### src/rtl/rdma_pkg.sv
`default_nettype none
// +----------------------------------------------------------------------------+
// | rdma_pkg: types, constants and helpers shared by the RDMA stream blocks.   |
// | Revision: 1.0                                                              |
// +----------------------------------------------------------------------------+
package rdma_pkg;

  localparam int          RDMA_DATA_WBITS = 512;
  localparam logic [15:0] RDMA_DEST_PORT1 = 16'd4791;
  localparam logic [15:0] RDMA_DEST_PORT2 = 16'd4792;
  localparam logic [31:0] RDMA_MAGIC      = 32'h5244_4D41;

  typedef enum logic [1:0] {
    IDLE  = 2'd0,
    XFER0 = 2'd1,
    XFER1 = 2'd2
  } arb_state_t;

  // Two-way round-robin: prefer the input that was not served last, if it is valid.
  function automatic logic rdma_rr_pick(input logic v0, input logic v1, input logic last_srv);
    logic pick;
    if (last_srv) pick = v0 ? 1'b0 : 1'b1;
    else          pick = v1 ? 1'b1 : 1'b0;
    return pick;
  endfunction

endpackage
`default_nettype wire

### src/rtl/rdma_stream_arbiter.sv
`default_nettype none
// +----------------------------------------------------------------------------+
// | rdma_stream_arbiter: packet-atomic 2:1 round-robin AXI-Stream merge with   |
// | source tag and per-input packet counters. Revision: 1.0                    |
// +----------------------------------------------------------------------------+
module rdma_stream_arbiter
  import rdma_pkg::*;
#(
  parameter int DATA_WBITS = RDMA_DATA_WBITS,
  parameter int DATA_WBYTS = DATA_WBITS / 8,
  parameter int CNT_WBITS  = 32
) (
  input  logic                  clk,
  input  logic                  reset,

  input  logic [DATA_WBITS-1:0] AXIS_IN0_TDATA,
  input  logic [DATA_WBYTS-1:0] AXIS_IN0_TKEEP,
  input  logic                  AXIS_IN0_TVALID,
  input  logic                  AXIS_IN0_TLAST,
  output logic                  AXIS_IN0_TREADY,

  input  logic [DATA_WBITS-1:0] AXIS_IN1_TDATA,
  input  logic [DATA_WBYTS-1:0] AXIS_IN1_TKEEP,
  input  logic                  AXIS_IN1_TVALID,
  input  logic                  AXIS_IN1_TLAST,
  output logic                  AXIS_IN1_TREADY,

  output logic [DATA_WBITS-1:0] AXIS_OUT_TDATA,
  output logic [DATA_WBYTS-1:0] AXIS_OUT_TKEEP,
  output logic                  AXIS_OUT_TVALID,
  output logic                  AXIS_OUT_TLAST,
  output logic                  AXIS_OUT_TUSER,
  input  logic                  AXIS_OUT_TREADY,

  output logic [CNT_WBITS-1:0]  PKT_COUNT0,
  output logic [CNT_WBITS-1:0]  PKT_COUNT1
);

  localparam logic [CNT_WBITS-1:0] CNT_ONE = {{(CNT_WBITS-1){1'b0}}, 1'b1};

  arb_state_t state;
  logic       last_srv;
  logic       pkt_done0;
  logic       pkt_done1;

  assign pkt_done0 = (state == XFER0) && AXIS_IN0_TVALID && AXIS_OUT_TREADY && AXIS_IN0_TLAST;
  assign pkt_done1 = (state == XFER1) && AXIS_IN1_TVALID && AXIS_OUT_TREADY && AXIS_IN1_TLAST;

  // Zero-latency datapath: the grant only steers the mux and the ready fan-back.
  always_comb begin
    AXIS_OUT_TDATA  = AXIS_IN0_TDATA;
    AXIS_OUT_TKEEP  = AXIS_IN0_TKEEP;
    AXIS_OUT_TLAST  = AXIS_IN0_TLAST;
    AXIS_OUT_TUSER  = 1'b0;
    AXIS_OUT_TVALID = 1'b0;
    AXIS_IN0_TREADY = 1'b0;
    AXIS_IN1_TREADY = 1'b0;
    case (state)
      XFER0: begin
        AXIS_OUT_TVALID = AXIS_IN0_TVALID;
        AXIS_IN0_TREADY = AXIS_OUT_TREADY;
      end
      XFER1: begin
        AXIS_OUT_TDATA  = AXIS_IN1_TDATA;
        AXIS_OUT_TKEEP  = AXIS_IN1_TKEEP;
        AXIS_OUT_TLAST  = AXIS_IN1_TLAST;
        AXIS_OUT_TUSER  = 1'b1;
        AXIS_OUT_TVALID = AXIS_IN1_TVALID;
        AXIS_IN1_TREADY = AXIS_OUT_TREADY;
      end
      default: ;
    endcase
  end

  always_ff @(posedge clk) begin
    if (reset) begin
      state      <= IDLE;
      last_srv   <= 1'b1;
      PKT_COUNT0 <= '0;
      PKT_COUNT1 <= '0;
    end else begin
      case (state)
        IDLE: begin
          if (AXIS_IN0_TVALID || AXIS_IN1_TVALID)
            state <= rdma_rr_pick(AXIS_IN0_TVALID, AXIS_IN1_TVALID, last_srv) ? XFER1 : XFER0;
        end
        XFER0: begin
          // Hand over on the last beat so back-to-back packets see no bubble.
          if (pkt_done0) begin
            last_srv   <= 1'b0;
            PKT_COUNT0 <= PKT_COUNT0 + CNT_ONE;
            if (AXIS_IN1_TVALID)      state <= XFER1;
            else if (AXIS_IN0_TVALID) state <= XFER0;
            else                      state <= IDLE;
          end
        end
        XFER1: begin
          if (pkt_done1) begin
            last_srv   <= 1'b1;
            PKT_COUNT1 <= PKT_COUNT1 + CNT_ONE;
            if (AXIS_IN0_TVALID)      state <= XFER0;
            else if (AXIS_IN1_TVALID) state <= XFER1;
            else                      state <= IDLE;
          end
        end
        default: state <= IDLE;
      endcase
    end
  end

endmodule
`default_nettype wire
### config.mk
export PLATFORM = sky130hd
export DESIGN_NAME = rdma_stream_arbiter
export DESIGN_NICKNAME = d
export VERILOG_FILES = /design/src/rtl/rdma_pkg.sv /design/src/rtl/rdma_stream_arbiter.sv
export SDC_FILE = /design/constraint.sdc
export NUM_CORES = 1
export LEC_CHECK = 0
export ABC_AREA = 1
export BUFFER_PORTS_ARGS = -buffer_cell sky130_fd_sc_hd__clkbuf_2
export CAP_MARGIN = 20
export CORE_AREA = 2 2 704 706
export CTS_BUF_LIST = sky130_fd_sc_hd__clkbuf_4
export DETAILED_ROUTE_END_ITERATION = 6
export DIE_AREA = 0 0 706 708
export PLACE_DENSITY = 0.3
export SLEW_MARGIN = 20
export SYNTH_ARGS = -nofsm -noshare
export SYNTH_HDL_FRONTEND = slang
export SYNTH_SLANG_ARGS = --single-unit
### constraint.sdc
create_clock -name clk -period 3.3 [get_ports clk]
set_clock_uncertainty 0.1 [all_clocks]
set_input_delay 0.495 -clock clk [delete_from_list [all_inputs] [get_ports clk]]
set_output_delay 0.495 -clock clk [all_outputs]
set_load 0.1 [all_outputs]
# ---- After elaboration in Yosys (flattened, before gate mapping)
# Cells that the tools add are included.
dict set report word_totals {
  output_inout_bits 645
  elab_cells 49
  reg_bits 67
}
dict set report classes {
  eq_ne 5
  muxes 25
  n_addsub 2
  n_reduce_logical 13
}
# op n
set op_table {}
lappend op_table {{2-to-1 mux 512 bit} 1}
lappend op_table {{adder 32 x 1 -> 32 bit, second input constant} 2}
lappend op_table {{2-to-1 mux 64 bit} 1}
lappend op_table {{2-to-1 mux 2 bit} 7}
lappend op_table {{2-to-1 mux 1 bit} 13}
lappend op_table {{logical AND 1 bit} 6}
lappend op_table {{!= test 2 bit, second input constant} 3}
lappend op_table {{one-hot mux 2 bit (3 select lines)} 1}
lappend op_table {{AND reduction 3 bit} 2}
lappend op_table {{one-hot mux 1 bit (2 select lines)} 2}
lappend op_table {{AND reduction 2 bit} 2}
lappend op_table {{== test 2 x 1 -> 1 bit, second input constant} 1}
lappend op_table {{== test 2 bit, second input constant} 1}
lappend op_table {{logical NOT 2 bit} 1}
lappend op_table {{nonzero test 2 bit} 1}
lappend op_table {{logical OR 1 bit} 1}

# ---- Depth between registers and ports, before layout
dict set report logic_depth {
  ltp_word 8
  ltp_mapped 12
  mapped_depth_nobuf 11
}

# ---- Least setup slack after synthesis
# No wires, ideal clock.
dict set report synth_timing {
  path_kind {reg2out}
  from {register state[0]}
  to {output port AXIS_OUT_TVALID}
  arrival_ps 4088
  path_stages_with_launch 8
  n_path_buf 3
  setup_slack_ps -1383
  required_ps 2705
  path_cell_list {dfxtp_1 -> inv_1 -> ha_1 -> buf_4 -> buf_2 -> buf_2 -> nand2_1 -> a21boi_0}
}
dict set report synth_via {
  elab_chain_cells 2
  elab_cells_between_ends 3
}
# element line_no
set synth_lines {}
lappend synth_lines {{from (decl)} rdma_stream_arbiter.sv:41} ;# arb_state_t state;
lappend synth_lines {{from (signal assigned)} rdma_stream_arbiter.sv:85} ;# state <= rdma_rr_pick(AXIS_IN0_TVALID, AXIS_IN1_TVALID, last_srv) ? XFER1 : XFER0;
lappend synth_lines {{== test 2 bit or == test 2 x 1 -> 1 bit (tied branches)} rdma_stream_arbiter.sv:58} ;# case (state)
lappend synth_lines {{one-hot mux 1 bit (2 select lines) *} rdma_stream_arbiter.sv:58}
lappend synth_lines {{to (decl)} rdma_stream_arbiter.sv:30} ;# output logic AXIS_OUT_TVALID,
# Every way passes the cells marked *; elsewhere a longest branch is shown, timed or not.

# ---- Worst setup path after layout
dict set report layout_timing {
  from {register state[0]}
  to {output port AXIS_OUT_TKEEP[48]}
}
dict set report layout_via {
  elab_chain_cells 2
}
# element line_no
set layout_lines {}
lappend layout_lines {{== test 2 bit} rdma_stream_arbiter.sv:58}
lappend layout_lines {{2-to-1 mux 64 bit} rdma_stream_arbiter.sv:58}
lappend layout_lines {{to (decl)} rdma_stream_arbiter.sv:29} ;# output logic [DATA_WBYTS-1:0] AXIS_OUT_TKEEP,
# No other way between the ends.

==> results <==
- The run finished with clean final reports.
- The total wirelength of the detailed-routed design is 426,000 um.
- The clock network fraction of total power is 0.026.
- The synthesized design spends more area on one cell type than any other, namely sky130_fd_sc_hd__mux2_2.
- The proportion of netlist area held by the largest area contributor is 0.610.
- IR analysis of the VDD net gives a maximum drop of 0.418 mV.
- For this design the total switching power over the nets is 22.4 mW.
- Synthesis produced a netlist whose cell count is 1,243.
- The number of input and output port buffers inserted is 1,803.
- Clock tree synthesis inserted a total of 9 buffers.
- The total global routing overflow is 0.
- In this run the power density over the cells is 871 nW/um^2.
- The total global-route track usage is 0.162.
- The number of max-slew violations in the final report is 0.
- The utilization of the core after routing is 0.0783.
- Setup repair after global routing could not meet its margin everywhere.
- Once placement completed, the tool counted placed cells totaling 9,507.
- The launching point of the worst reg2reg path is state[0].
- In this run the vertical extent of the chip is 708 um.
- The final setup violation count is 0.
- The required time of the critical path is 2700 ps.
- The number of antenna violations at the first check in global routing came to 342.
- The commonest cells after synthesis are sky130_fd_sc_hd__mux2_2 (576), sky130_fd_sc_hd__nand2_1 (150), sky130_fd_sc_hd__nor2_1 (111), sky130_fd_sc_hd__inv_1 (80), sky130_fd_sc_hd__dfxtp_1 (67).
- Entering global routing, the biggest net connects 34 pins.
- The via count of the first global-routing pass is 19,400.
- The number of storage elements in the synthesis netlist is 67.
- Of the cells placed in the final design, the portion with a size suffix greater than 1 is 0.820.
- Pin placement for this block handled 1,804 I/O pins.
- The worst flop-to-flop path endpoint is PKT_COUNT1[13].
- The worst register-to-register path has a setup slack of 460 ps.
- The deepest level of the CTS H-tree is 3.
- The first routing iteration left 1,167 violations.
- The CTS sink count is 67.
- The first-pass iteration count of the detailed router is 5.
- By startpoint and endpoint, the worst setup path is classified as reg -> out.
- The final layout contains 4,270 nets.
- sky130_fd_sc_hd__mux2_2 is the most common cell in the netlist.
- The actual slew at the worst max-slew pin is 796 ps.
- After synthesis, the share of flip-flops with an asynchronous set or reset is 0.
- The worst setup path is launched from a flip-flop.
- In the post-synthesis netlist, the biggest area contributors are sky130_fd_sc_hd__mux2_2 (61%), sky130_fd_sc_hd__dfxtp_1 (13%), sky130_fd_sc_hd__nand2_1 (5.3%), sky130_fd_sc_hd__nor2_1 (3.9%), sky130_fd_sc_hd__buf_2 (3.0%).
- The most critical setup path has its startpoint at state[0].
- When the netlist entered floorplanning its net count stood at 2,408.
- The clock-pin slew on the worst setup and hold paths is 230 ps.
- A synthesized cell averages 8.56 um^2.
- The area enclosed by the die boundary is 500,000 um^2.
- TritonCTS built the clock tree.
- Hold repair after CTS inserted 0 buffers.
- Of the total power, the share spent switching nets is 0.666.
- The filler cells instantiated in the layout total 57,500.
- Setup slack closes at 67.6 ps.
- The minimum setup slack after placement is 510 ps.
- After legalization and detailed placement, the total HPWL measured 402,000 um.
- The via count normalized by instance count is 2.09.
- Compared with the post-synthesis result, the final layout area differs by 262%.
- The wire length of the first global-routing pass is 465,000 um.
- Detailed routing inserted a total of 20,200 vias.
- In this run, synthesis inferred 0 flip-flops with an integrated enable.
- The final instance area is 38,600 um^2.
- The number of standard cells in the layout, taps in and fillers out is 9,655.
- The congestion estimate from routability-driven global placement came to 1.04.
- Of the total power, combinational logic draws 0.949.
- The floorplan step set the die width to 706 um.
- The achievable frequency is 0.309 GHz.
- The floorplan step defined a core boundary enclosing 492,000 um^2.
- The maximum fanout encountered on the critical timing path is 6.
- Following the worst setup path forward leads to its endpoint at AXIS_OUT_TKEEP[48].
- The part of the power in registers is 0.025.
- In the final routed layout, each cell accounts on average for 44.1 um.
- The placed standard-cell area is 34,200 um^2.
- Measured in cells, the most critical reg-to-reg path has a length of 14.
- The number of warnings printed during yosys synthesis is 0.
- Measured against its own limit, the worst slew margin works out to 0.471.
- The post-route antenna net violation count is 0.
- The tool flagged a number of max-cap violations equal to 0.
- In this run the clock root is driven by a sky130_fd_sc_hd__clkbuf_4.
- The starting density of the core is 0.0216.
- Summing all flip-flop and latch instances after layout gives 1350 um^2.
- The clock passes through at most 2 buffers.
- STA puts the critical path data arrival time at 2640 ps.
- The fraction of the yosys area taken by sequential cells is 0.126.
- The worst path in the final design needs a cycle of 3230 ps, including I/O delays and setup.
- The final number of hold-violating endpoints is 0.
- STA classifies the critical path endpoint as an output pin.
- The netlist uses 36 different library cells.
- In the final layout, the multi-input gates occupy 9440 um^2.
- Of the available clock period, the critical path in the final layout requires 0.980.
- Summed over all cells, the static leakage comes to 15.7 nW.
- The class of the tightest hold or removal check is in -> reg.
- The design internal power is 11.2 mW.
- The clock reaches the later pin of the worst-skew pair after 650 ps.
- Row generation in the floorplan step produced 258 rows.
- After detailed routing, the number of remaining DRC violations is 0.
- The prevailing post-synth register cell is sky130_fd_sc_hd__dfxtp_1.
- The summed instance area of the synthesized netlist is 10,600 um^2.
## cell usage in the layout, fill, tap and decap left out, drive strengths merged
master | Yosys | layout
a21boi | 1 | 1
a21oi | 29 | 29
a31oi | 2 | 2
and3 | 1 | 1
buf | 68 | 650
bufinv | 0 | 1
clkbuf | 5 | 1284
clkinv | 0 | 2
clkinvlp | 0 | 2
dfxtp | 67 | 67
diode | 0 | 46
ha | 6 | 6
inv | 81 | 81
mux2 | 576 | 576
nand2 | 154 | 154
nand3 | 49 | 49
nand3b | 1 | 1
nand4 | 18 | 18
nor2 | 125 | 125
nor3 | 23 | 23
o21a | 4 | 4
o21ai | 24 | 24
o21bai | 1 | 1
o22ai | 1 | 1
or2 | 1 | 1
xnor2 | 5 | 5
xor2 | 1 | 1
## worst min-delay path by stage
stage | depth (start not counted) | slack, ps | to | startpoint
final | 5 | 220 | PKT_COUNT1[4] | AXIS_IN1_TLAST
after global routing | 5 | 110 | PKT_COUNT1[4] | AXIS_IN1_TLAST
after CTS | 5 | 70 | PKT_COUNT1[4] | AXIS_IN1_TLAST
after detailed placement | 2 | 360 | last_srv | last_srv
after global placement | 2 | 360 | last_srv | last_srv
after floorplan | 2 | 340 | last_srv | last_srv
## worst max-delay path, stage by stage (launching register included)
cell and delay, ps:
sky130_fd_sc_hd__dfxtp_2 380, sky130_fd_sc_hd__inv_2 70, sky130_fd_sc_hd__ha_4 160, sky130_fd_sc_hd__buf_6 110
sky130_fd_sc_hd__buf_16 170, sky130_fd_sc_hd__buf_16 170, sky130_fd_sc_hd__buf_12 170, sky130_fd_sc_hd__clkbuf_16 170
sky130_fd_sc_hd__mux2_2 360, sky130_fd_sc_hd__buf_12 170
## state kept, by name (all words and copies together) (netlist names)
signal	count
state	2
PKT_COUNT1	32
last_srv	1
PKT_COUNT0	32
## timing repair
item                                    CTS  global route
cloned                                   19            29
endpoints found under the setup margin  524           469
gates resized for setup                 351           390
pin swaps                                 1             2
buffers inserted                         31            13
## layout make-up
| type | instances | area share |
|---|---|---|
| Antenna cell | 46 | 0.00299 |
| Clock buffer | 10 | 0.00195 |
| Clock inverter | 5 | 0.00143 |
| Inverter | 81 | 0.00789 |
| Multi-Input combinational cell | 1022 | 0.245 |
| Sequential cell | 67 | 0.0349 |
| Tap cell | 6500 | 0.211 |
| Timing Repair Buffer | 1924 | 0.495 |
## per-stage QoR
stage | hold slack, ps | power, mW | TNS (ps)
final | 222 | 33.6 | 0
after global routing | 113 | 34.5 | -22170
after CTS | 67.4 | 32.6 | -20410
after detailed placement | 362 | 29.6 | 0
after global placement | 363 | 29.6 | 0
after floorplan | 340 | 16.3 | -80.4
## power groups by stage
| stage | registers [mW] | logic [mW] | clock network, mW |
|---|---|---|---|
| finish | 0.843 | 31.9 | 0.863 |
| global route | 0.845 | 32.7 | 0.959 |
| global placement | 0.857 | 28.7 | 0 |
| detailed placement | 0.856 | 28.7 | 0 |
| floorplan | 0.872 | 15.4 | 0 |
| CTS | 0.843 | 30.8 | 0.942 |
## kinds of logic (layout without fill, tap and decap cells)
logic type | count (synthesis) | after routing | share of synthesized area
muxes | 576 | 576 | 0.610
buffers and inverters | 154 | 2020 | 0.0635
DFF | 67 | 67 | 0.126
adders and majority gates | 6 | 6 | 0.00706
other | 0 | 46 | 0
AOI/OAI and AO/OA | 62 | 62 | 0.0309
xor gates and xnor gates | 6 | 6 | 0.00494
and+or+nand+nor | 372 | 372 | 0.158
## routing by layer
metal | track usage | routed length, um | vias to the layer above
met5 | 0 | 815 | -
met4 | 0.0268 | 11000 | 124
met3 | 0.0934 | 53300 | 560
met2 | 0.279 | 203000 | 1596
met1 | 0.174 | 157000 | 9709
li1 | - | - | 8180
(Power assumes the default switching activity.)
